===== src/rtl/daq_mem_pkg.sv =====
// Shared definitions for the DAQ memory-port arbiter.
// Holds the default widths and watchdog limits, plus the arbiter state enum.
package daq_mem_pkg;

    localparam int ADDR_W_DEF        = 26;
    localparam int DATA_W_DEF        = 32;
    localparam int ISSUE_TIMEOUT_DEF = 16;
    localparam int DONE_TIMEOUT_DEF  = 4096;

    typedef enum logic [2:0] {
        IDLE,
        ISSUE,
        WAIT_BUSY,
        WAIT_DONE,
        ACK
    } arb_state_e;

endpackage


===== src/rtl/rr_arb2.sv =====
// Two-way round-robin grant.
// Ports:
//   clk, reset   - clock, async active-high reset
//   req[1:0]     - request vector (bit i = requester i)
//   update       - load the pointer with the current grant
//   grant_idx    - index of the winning requester
//   grant_valid  - at least one request present
// The pointer remembers the last granted index; on a tie the other index wins.
// It resets to 1 so requester 0 takes the first tie.
module rr_arb2
    import daq_mem_pkg::*;
(
    input  logic       clk,
    input  logic       reset,
    input  logic [1:0] req,
    input  logic       update,
    output logic       grant_idx,
    output logic       grant_valid
);

    logic rr_last_q;
    logic rr_last_d;

    always_comb begin
        grant_valid = |req;
        if (req == 2'b11) begin
            grant_idx = ~rr_last_q;
        end else begin
            grant_idx = req[1];
        end
        rr_last_d = rr_last_q;
        if (update && grant_valid) begin
            rr_last_d = grant_idx;
        end
    end

    always_ff @(posedge clk or posedge reset) begin
        if (reset) begin
            rr_last_q <= 1'b1;
        end else begin
            rr_last_q <= rr_last_d;
        end
    end

endmodule


===== src/rtl/mem_port_arbiter.sv =====
// Shares the single processor-side memory port between the control unit
// (requester 0) and the ADC capture path (requester 1).
// One transaction at a time is latched, strobed to memory, tracked through
// memory_busy, and completed with a one-cycle ack and read data.
// Ports:
//   clk, reset                  - clock, async active-high reset
//   cN_req/we/addr/wdata        - requester N transaction (level req until ack)
//   cN_ack, cN_rdata            - one-cycle completion and read data
//   memory_read_req/write_req   - one-cycle strobes to the memory port
//   memory_addr/data_write      - latched transaction fields
//   memory_data_read, busy      - memory port response
//   owner                       - requester of the current or last grant
//   timeout_err, clear_err      - sticky watchdog flag and its clear
//
// state     | meaning
// ----------+-----------------------------------------------------------
// IDLE      | wait for a request while memory is not busy; grant + latch
// ISSUE     | read or write strobe high for exactly this cycle
// WAIT_BUSY | wait for memory_busy to rise (ISSUE_TIMEOUT watchdog)
// WAIT_DONE | wait for memory_busy to fall (DONE_TIMEOUT watchdog)
// ACK       | owner's ack high, rdata valid
module mem_port_arbiter
    import daq_mem_pkg::*;
#(
    parameter int ADDR_W        = ADDR_W_DEF,
    parameter int DATA_W        = DATA_W_DEF,
    parameter int ISSUE_TIMEOUT = ISSUE_TIMEOUT_DEF,
    parameter int DONE_TIMEOUT  = DONE_TIMEOUT_DEF
) (
    input  logic              clk,
    input  logic              reset,
    input  logic              c0_req,
    input  logic              c0_we,
    input  logic [ADDR_W-1:0] c0_addr,
    input  logic [DATA_W-1:0] c0_wdata,
    output logic              c0_ack,
    output logic [DATA_W-1:0] c0_rdata,
    input  logic              c1_req,
    input  logic              c1_we,
    input  logic [ADDR_W-1:0] c1_addr,
    input  logic [DATA_W-1:0] c1_wdata,
    output logic              c1_ack,
    output logic [DATA_W-1:0] c1_rdata,
    output logic              memory_read_req,
    output logic              memory_write_req,
    output logic [ADDR_W-1:0] memory_addr,
    output logic [DATA_W-1:0] memory_data_write,
    input  logic [DATA_W-1:0] memory_data_read,
    input  logic              memory_busy,
    output logic              owner,
    output logic              timeout_err,
    input  logic              clear_err
);

    localparam int CNT_W = $clog2(DONE_TIMEOUT + 1);
    localparam logic [CNT_W-1:0] CNT_SAT   = '1;
    localparam logic [CNT_W-1:0] ISSUE_LIM = CNT_W'(ISSUE_TIMEOUT);
    localparam logic [CNT_W-1:0] DONE_LIM  = CNT_W'(DONE_TIMEOUT);

    arb_state_e        state_q, state_d;
    logic [CNT_W-1:0]  cnt_q, cnt_d, cnt_inc;
    logic              we_q, we_d;
    logic              owner_q, owner_d;
    logic              rd_req_q, rd_req_d;
    logic              wr_req_q, wr_req_d;
    logic [1:0]        ack_q, ack_d;
    logic [ADDR_W-1:0] addr_q, addr_d;
    logic [DATA_W-1:0] wdata_q, wdata_d;
    logic [DATA_W-1:0] rdata0_q, rdata0_d;
    logic [DATA_W-1:0] rdata1_q, rdata1_d;
    logic              timeout_err_q, timeout_err_d;

    logic              grant_idx, grant_valid, grant_take;
    logic              finish, set_err;
    logic [DATA_W-1:0] finish_data;

    rr_arb2 u_rr (
        .clk         (clk),
        .reset       (reset),
        .req         ({c1_req, c0_req}),
        .update      (grant_take),
        .grant_idx   (grant_idx),
        .grant_valid (grant_valid)
    );

    always_comb begin
        state_d     = state_q;
        cnt_d       = cnt_q;
        we_d        = we_q;
        owner_d     = owner_q;
        addr_d      = addr_q;
        wdata_d     = wdata_q;
        rd_req_d    = 1'b0;
        wr_req_d    = 1'b0;
        ack_d       = 2'b00;
        rdata0_d    = rdata0_q;
        rdata1_d    = rdata1_q;
        grant_take  = 1'b0;
        finish      = 1'b0;
        set_err     = 1'b0;
        finish_data = '0;
        // Saturating increment: the watchdog never wraps back to zero.
        cnt_inc     = (cnt_q == CNT_SAT) ? cnt_q : cnt_q + 1'b1;

        unique case (state_q)
            IDLE: begin
                if (!memory_busy && grant_valid) begin
                    grant_take = 1'b1;
                    owner_d    = grant_idx;
                    we_d       = grant_idx ? c1_we    : c0_we;
                    addr_d     = grant_idx ? c1_addr  : c0_addr;
                    wdata_d    = grant_idx ? c1_wdata : c0_wdata;
                    // Strobes are registered so they are high during ISSUE.
                    wr_req_d   = we_d;
                    rd_req_d   = !we_d;
                    state_d    = ISSUE;
                end
            end
            ISSUE: begin
                cnt_d   = '0;
                state_d = WAIT_BUSY;
            end
            WAIT_BUSY: begin
                if (memory_busy) begin
                    cnt_d   = '0;
                    state_d = WAIT_DONE;
                end else if (cnt_inc >= ISSUE_LIM) begin
                    finish  = 1'b1;
                    set_err = 1'b1;
                end else begin
                    cnt_d = cnt_inc;
                end
            end
            WAIT_DONE: begin
                if (!memory_busy) begin
                    finish      = 1'b1;
                    finish_data = we_q ? '0 : memory_data_read;
                end else if (cnt_inc >= DONE_LIM) begin
                    finish  = 1'b1;
                    set_err = 1'b1;
                end else begin
                    cnt_d = cnt_inc;
                end
            end
            ACK: begin
                state_d = IDLE;
            end
            default: begin
                state_d = IDLE;
            end
        endcase

        // Completion (normal or watchdog) loads only the owner's rdata.
        if (finish) begin
            state_d = ACK;
            ack_d   = owner_q ? 2'b10 : 2'b01;
            if (owner_q) begin
                rdata1_d = finish_data;
            end else begin
                rdata0_d = finish_data;
            end
        end

        // A watchdog hit wins over a simultaneous clear request.
        timeout_err_d = set_err ? 1'b1 : (clear_err ? 1'b0 : timeout_err_q);
    end

    always_ff @(posedge clk or posedge reset) begin
        if (reset) begin
            state_q       <= IDLE;
            cnt_q         <= '0;
            we_q          <= 1'b0;
            owner_q       <= 1'b0;
            rd_req_q      <= 1'b0;
            wr_req_q      <= 1'b0;
            ack_q         <= 2'b00;
            addr_q        <= '0;
            wdata_q       <= '0;
            rdata0_q      <= '0;
            rdata1_q      <= '0;
            timeout_err_q <= 1'b0;
        end else begin
            state_q       <= state_d;
            cnt_q         <= cnt_d;
            we_q          <= we_d;
            owner_q       <= owner_d;
            rd_req_q      <= rd_req_d;
            wr_req_q      <= wr_req_d;
            ack_q         <= ack_d;
            addr_q        <= addr_d;
            wdata_q       <= wdata_d;
            rdata0_q      <= rdata0_d;
            rdata1_q      <= rdata1_d;
            timeout_err_q <= timeout_err_d;
        end
    end

    assign c0_ack            = ack_q[0];
    assign c1_ack            = ack_q[1];
    assign c0_rdata          = rdata0_q;
    assign c1_rdata          = rdata1_q;
    assign memory_read_req   = rd_req_q;
    assign memory_write_req  = wr_req_q;
    assign memory_addr       = addr_q;
    assign memory_data_write = wdata_q;
    assign owner             = owner_q;
    assign timeout_err       = timeout_err_q;

endmodule


===== config.mk =====
export PLATFORM = sky130hd
export DESIGN_NAME = mem_port_arbiter
export DESIGN_NICKNAME = d
export VERILOG_FILES = /design/src/rtl/daq_mem_pkg.sv /design/src/rtl/rr_arb2.sv /design/src/rtl/mem_port_arbiter.sv
export SDC_FILE = /design/constraint.sdc
export NUM_CORES = 1
export LEC_CHECK = 0
export ABC_AREA = 0
export BUFFER_PORTS_ARGS = -buffer_cell sky130_fd_sc_hd__buf_2
export CORE_MARGIN = 2
export CORE_UTILIZATION = 50
export CTS_BUF_LIST = sky130_fd_sc_hd__clkbuf_8
export CTS_CLUSTER_DIAMETER = 80
export CTS_CLUSTER_SIZE = 30
export DETAILED_ROUTE_END_ITERATION = 8
export PLACE_DENSITY = 0.91
export SLEW_MARGIN = 20
export SYNTH_ARGS = -nofsm -noshare
export SYNTH_HDL_FRONTEND = slang
export SYNTH_SLANG_ARGS = --single-unit
export TNS_END_PERCENT = 1

===== constraint.sdc =====
create_clock -name clk -period 4.85 [get_ports clk]
set_input_delay 0.2425 -clock clk [delete_from_list [all_inputs] [get_ports clk]]
set_output_delay 0.2425 -clock clk [all_outputs]
set_load 0.01 [all_outputs]

==> results.txt <==
The number of register bits inferred by synthesis came out at 146. At the end of routability-driven placement, the weighted congestion stood at 1.025. The total net switching power is 1.539 mW.

The count of flip-flops with a built-in enable after synthesis is 0. The xor/xnor share of the synthesized area is 0.002621. TritonCTS built the clock tree. The area share of the largest cell type after synthesis was 0.5429; the number of filler cells placed in the layout was 1041. The average cell area after synthesis is 11.46 um2. After layout, the minimum clock period comes to 3233 ps. The layout overhead on the synthesized area was 30.03%. The run gives 0.5468 as the sequential cell area fraction in the yosys report.

The die covers 14310 um2. The clock passes through at most 2 buffers. For this run, the number of Yosys warnings is 0.

Between clock sinks in the finished design, the worst skew comes to 15.21 ps. Clock tree synthesis found a total of 146 sinks. The net count after synthesis is 740, and the H-tree level count is 4. The met1 track utilization from global routing is 0.2891, and the share of the synthesized area in compound gates (AO/OA/AOI/OAI) is 0.1005.

The gate count after technology mapping was 583; the detailed-placement wirelength estimate was 12.50 mm. In this run the clock root is driven by a sky130_fd_sc_hd__clkbuf_8. The total setup violations reported at the end of the flow was 0. Yosys instantiated no cell more often than sky130_fd_sc_hd__dfrtp_1. The repair_antennas step left the layout with diodes totalling 0. Setup repair after global routing left no endpoint under its margin.

The final number of max-transition violations was 0; the clock-pin transition on the worst setup and hold timing paths was 90 ps. STA classifies the critical path startpoint as a register. The tools report the type of destination of the critical path as a register.

The detail route stage leaves a number of antenna-violating nets equal to 0. The die extent in x is 119.6 um, and the power per cell area is 495.6 nW/um2. The total of max-cap violations was 0. Transition time of the tightest slew-check pin: 973.0 ps. The starting DRC count in detailed routing was 396.

The initial antenna violation count was 0; the row count was 42. The dominant combinational cell family by area after synthesis was multiplexers. The chip height works out to 119.6 um. Using the TritonRoute via totals, the vias-per-cell ratio works out to 5.207. The count of different cell masters after synthesis was 50.

The tools report the via count of the first global-routing pass as 5325. The net total in the final layout is 1012. After global routing, the most crowded layer is met2. The fraction of the cycle the final worst path needs works out to 0.6666. The logs give 0.05276 for the global routing met3 resource utilization and 284 for the number of top-level design ports. Share of synthesized cell area in and, or, nand and nor gates: 0.1159. The initial core utilization came out at 0.5088.

The post-detailed-route DRC marker count is 0, and the static leakage power is 4.760 nW. Summed over all failing endpoints, the final setup total negative slack is 0 ps. Along the worst path, the maximum fanout reaches 18. The internal portion of the total power is 2.769 mW. The combinational share of power was 0.347. Most area-hungry cell type in the Yosys netlist: sky130_fd_sc_hd__dfrtp_1. Summing every instance area after synthesis gives 6684 um2. The clock power share is 0.227, and the worst-case vdd ir drop is 0.2566 mV. Across all hold checks on the routed design, the worst slack comes to 69.51 ps.

The area share of fa/ha/maj cells after synthesis came out at 0.001872. The pin count of the biggest net entering global routing was 122; the post-CTS setup buffer count was 0. The relative slew slack is 0.3492. The combined global-route utilization of all metal layers came out at 0.2397.

The run gives 5180 ps as the worst endpoint required time. The register cell area after layout is 3655 um2, and the fraction of final layout cells with drive strength greater than 1 is 0.4614. Switching power as a share of total power: 0.3572. For the number of buffers created by CTS, the log shows 17.

In the post-synthesis netlist, the biggest area contributors are sky130_fd_sc_hd__dfrtp_1 54%, sky130_fd_sc_hd__mux2_2 11%, sky130_fd_sc_hd__mux2i_1 9.1%. By count the netlist is led by 145 x sky130_fd_sc_hd__dfrtp_1, 72 x sky130_fd_sc_hd__o21ai_0, 68 x sky130_fd_sc_hd__nand2_1, 66 x sky130_fd_sc_hd__mux2_2, 61 x sky130_fd_sc_hd__mux2i_1. Total routed wirelength: 16.93 mm. The total area inside the core boundary comes to 13140 um2. The share of async-settable or async-resettable flops after synthesis was 1.000; the number of optimization iterations in the first detailed-route pass was 5.

The detailed router placed 5431 vias in this run. Leading register cell type out of synthesis: sky130_fd_sc_hd__dfrtp_1. Path type of the worst setup path: reg2reg.

Dividing the detail-routed wire length by the instance count gives 16.23 um. Port buffering added 283 buffers. The multi-input combinational cells in the finished layout cover a total of 2858 um2. Data arrives at the worst endpoint at 3560 ps. The run finished with clean final reports. The number of buffers added to fix hold violations after cts was 1. The remaining global-route overflow is 0.

The number of gates resized after CTS was 0. The first global-routing pass estimated 26.85 mm of wire. The path type of the worst min-delay path is in2reg. For the number of hold violations in the final report, the log shows 0.

The logs give 0.427 for the power share of the sequential group and 450 ps for the clock latency on the worst-skew pair. The mux cell area share after synthesis was 0.2025. For this run, the top clock speed supported by timing is 0.3093 GHz.

The run gives 0.4168 as the met2 track demand over resource in global routing.
-- power by group through the flow --
stage / Combinational, mW / Sequential, mW / Clock (mW)
finish: 1.49 / 1.84 / 0.977
global route: 1.64 / 1.88 / 1.05
CTS: 1.49 / 1.84 / 0.995
detailed placement: 1.49 / 1.85 / 0
global placement: 1.44 / 1.83 / 0
floorplan: 0.685 / 2.00 / 0
-- layer usage --
metal | share of wire | vias to the layer above
li1 | - | 2608
met1 | 0.39 | 2552
met2 | 0.52 | 231
met3 | 0.054 | 40
met4 | 0.029 | 0
met5 | 0 | -
-- cells by family (layout without fill, tap and decap cells) --
group | Yosys count | count (layout)
simple gates | 150 | 150
flops | 146 | 146
mux | 127 | 127
compound gates | 112 | 112
buf+inv | 45 | 329
xor+xnor | 2 | 2
fa+ha+maj | 1 | 1
-- cell type report --
cell class                 count  share of cell area
clock buffer                  21             0.03326
clock inverter                10             0.01411
inverter                       8            0.004031
multi-input combinational    392              0.3288
sequential                   146              0.4205
tap                          176             0.02534
timing repair buffer         290              0.1739
-- through the flow --
| stage | utilization | area [um2] | setup slack [ps] | total power [mW] | std cells |
|---|---|---|---|---|---|
| 3_3_place_gp | 0.6252 | 8214 | 1649 | 3.270 | 1009 |
| 5_1_grt | 0.6615 | 8691 | 1428 | 4.567 | 1043 |
| 4_1_cts | 0.6573 | 8636 | 1473 | 4.317 | 1041 |
| 3_5_place_dp | 0.6252 | 8214 | 1485 | 3.339 | 1009 |
| 6_report | 0.6615 | 8691 | 1617 | 4.307 | 1043 |
| 2_1_floorplan | - | 6684 | 686.2 | 2.684 | 583 |
-- sequential cells by signal, indices dropped and copies added (netlist names) --
name	flops
owner	1
c1_rdata	32
memory_addr	26
ack_q	2
memory_write_req	1
memory_data_write	32
c0_rdata	32
timeout_err	1
u_rr.rr_last_q	1
cnt_q	13
we_q	1
memory_read_req	1
state_q	3
-- critical path, stage by stage, from the launching register on --
cell	delay, ps
sky130_fd_sc_hd__dfrtp_1	430
sky130_fd_sc_hd__ha_1	330
sky130_fd_sc_hd__nand3_2	200
sky130_fd_sc_hd__nor3_1	270
sky130_fd_sc_hd__mux2i_1	130
sky130_fd_sc_hd__and4_1	250
sky130_fd_sc_hd__a21o_1	330
sky130_fd_sc_hd__a21oi_4	580
sky130_fd_sc_hd__buf_16	240
sky130_fd_sc_hd__mux2_2	350
-- path summary, 6_finish.rpt --
path	from	endpoint	slack (ps)	cells after the start
min in group asynchronous	reset	c0_rdata[17]$_DFFE_PP0P_	500	3
min reg2reg	memory_addr[20]$_DFFE_PP0P_	memory_addr[20]$_DFFE_PP0P_	480	2
min	c0_wdata[19]	memory_data_write[19]$_DFFE_PP0P_	70	3
max reg2reg	cnt_q[0]$_DFFE_PP0P_	c0_rdata[23]$_DFFE_PP0P_	1620	9
max	cnt_q[0]$_DFFE_PP0P_	c0_rdata[23]$_DFFE_PP0P_	1620	9
max in group asynchronous	reset	memory_addr[9]$_DFFE_PP0P_	3110	4
-- cell usage in the layout (no fill, tap or decap), types with 2 or more instances in the layout --
cell and count:
sky130_fd_sc_hd__a22o_1 2, sky130_fd_sc_hd__and2_1 32, sky130_fd_sc_hd__o31ai_1 4, sky130_fd_sc_hd__nand3_1 7, sky130_fd_sc_hd__nand4_1 5, sky130_fd_sc_hd__nor2_1 15, sky130_fd_sc_hd__a31oi_1 7, sky130_fd_sc_hd__bufinv_16 2
sky130_fd_sc_hd__clkinvlp_4 3, sky130_fd_sc_hd__nor2b_1 3, sky130_fd_sc_hd__a21o_1 4, sky130_fd_sc_hd__o21ai_0 72, sky130_fd_sc_hd__dfrtp_1 145, sky130_fd_sc_hd__buf_2 283, sky130_fd_sc_hd__inv_6 4, sky130_fd_sc_hd__inv_1 7
sky130_fd_sc_hd__and4_1 5, sky130_fd_sc_hd__mux2_2 66, sky130_fd_sc_hd__mux2i_1 61, sky130_fd_sc_hd__nand2_1 68, sky130_fd_sc_hd__a21oi_1 7, sky130_fd_sc_hd__buf_4 4, sky130_fd_sc_hd__nor3_1 2, sky130_fd_sc_hd__buf_16 2
sky130_fd_sc_hd__a41o_1 3, sky130_fd_sc_hd__clkbuf_8 21, sky130_fd_sc_hd__and3_1 2
(Power assumes the default switching activity.)
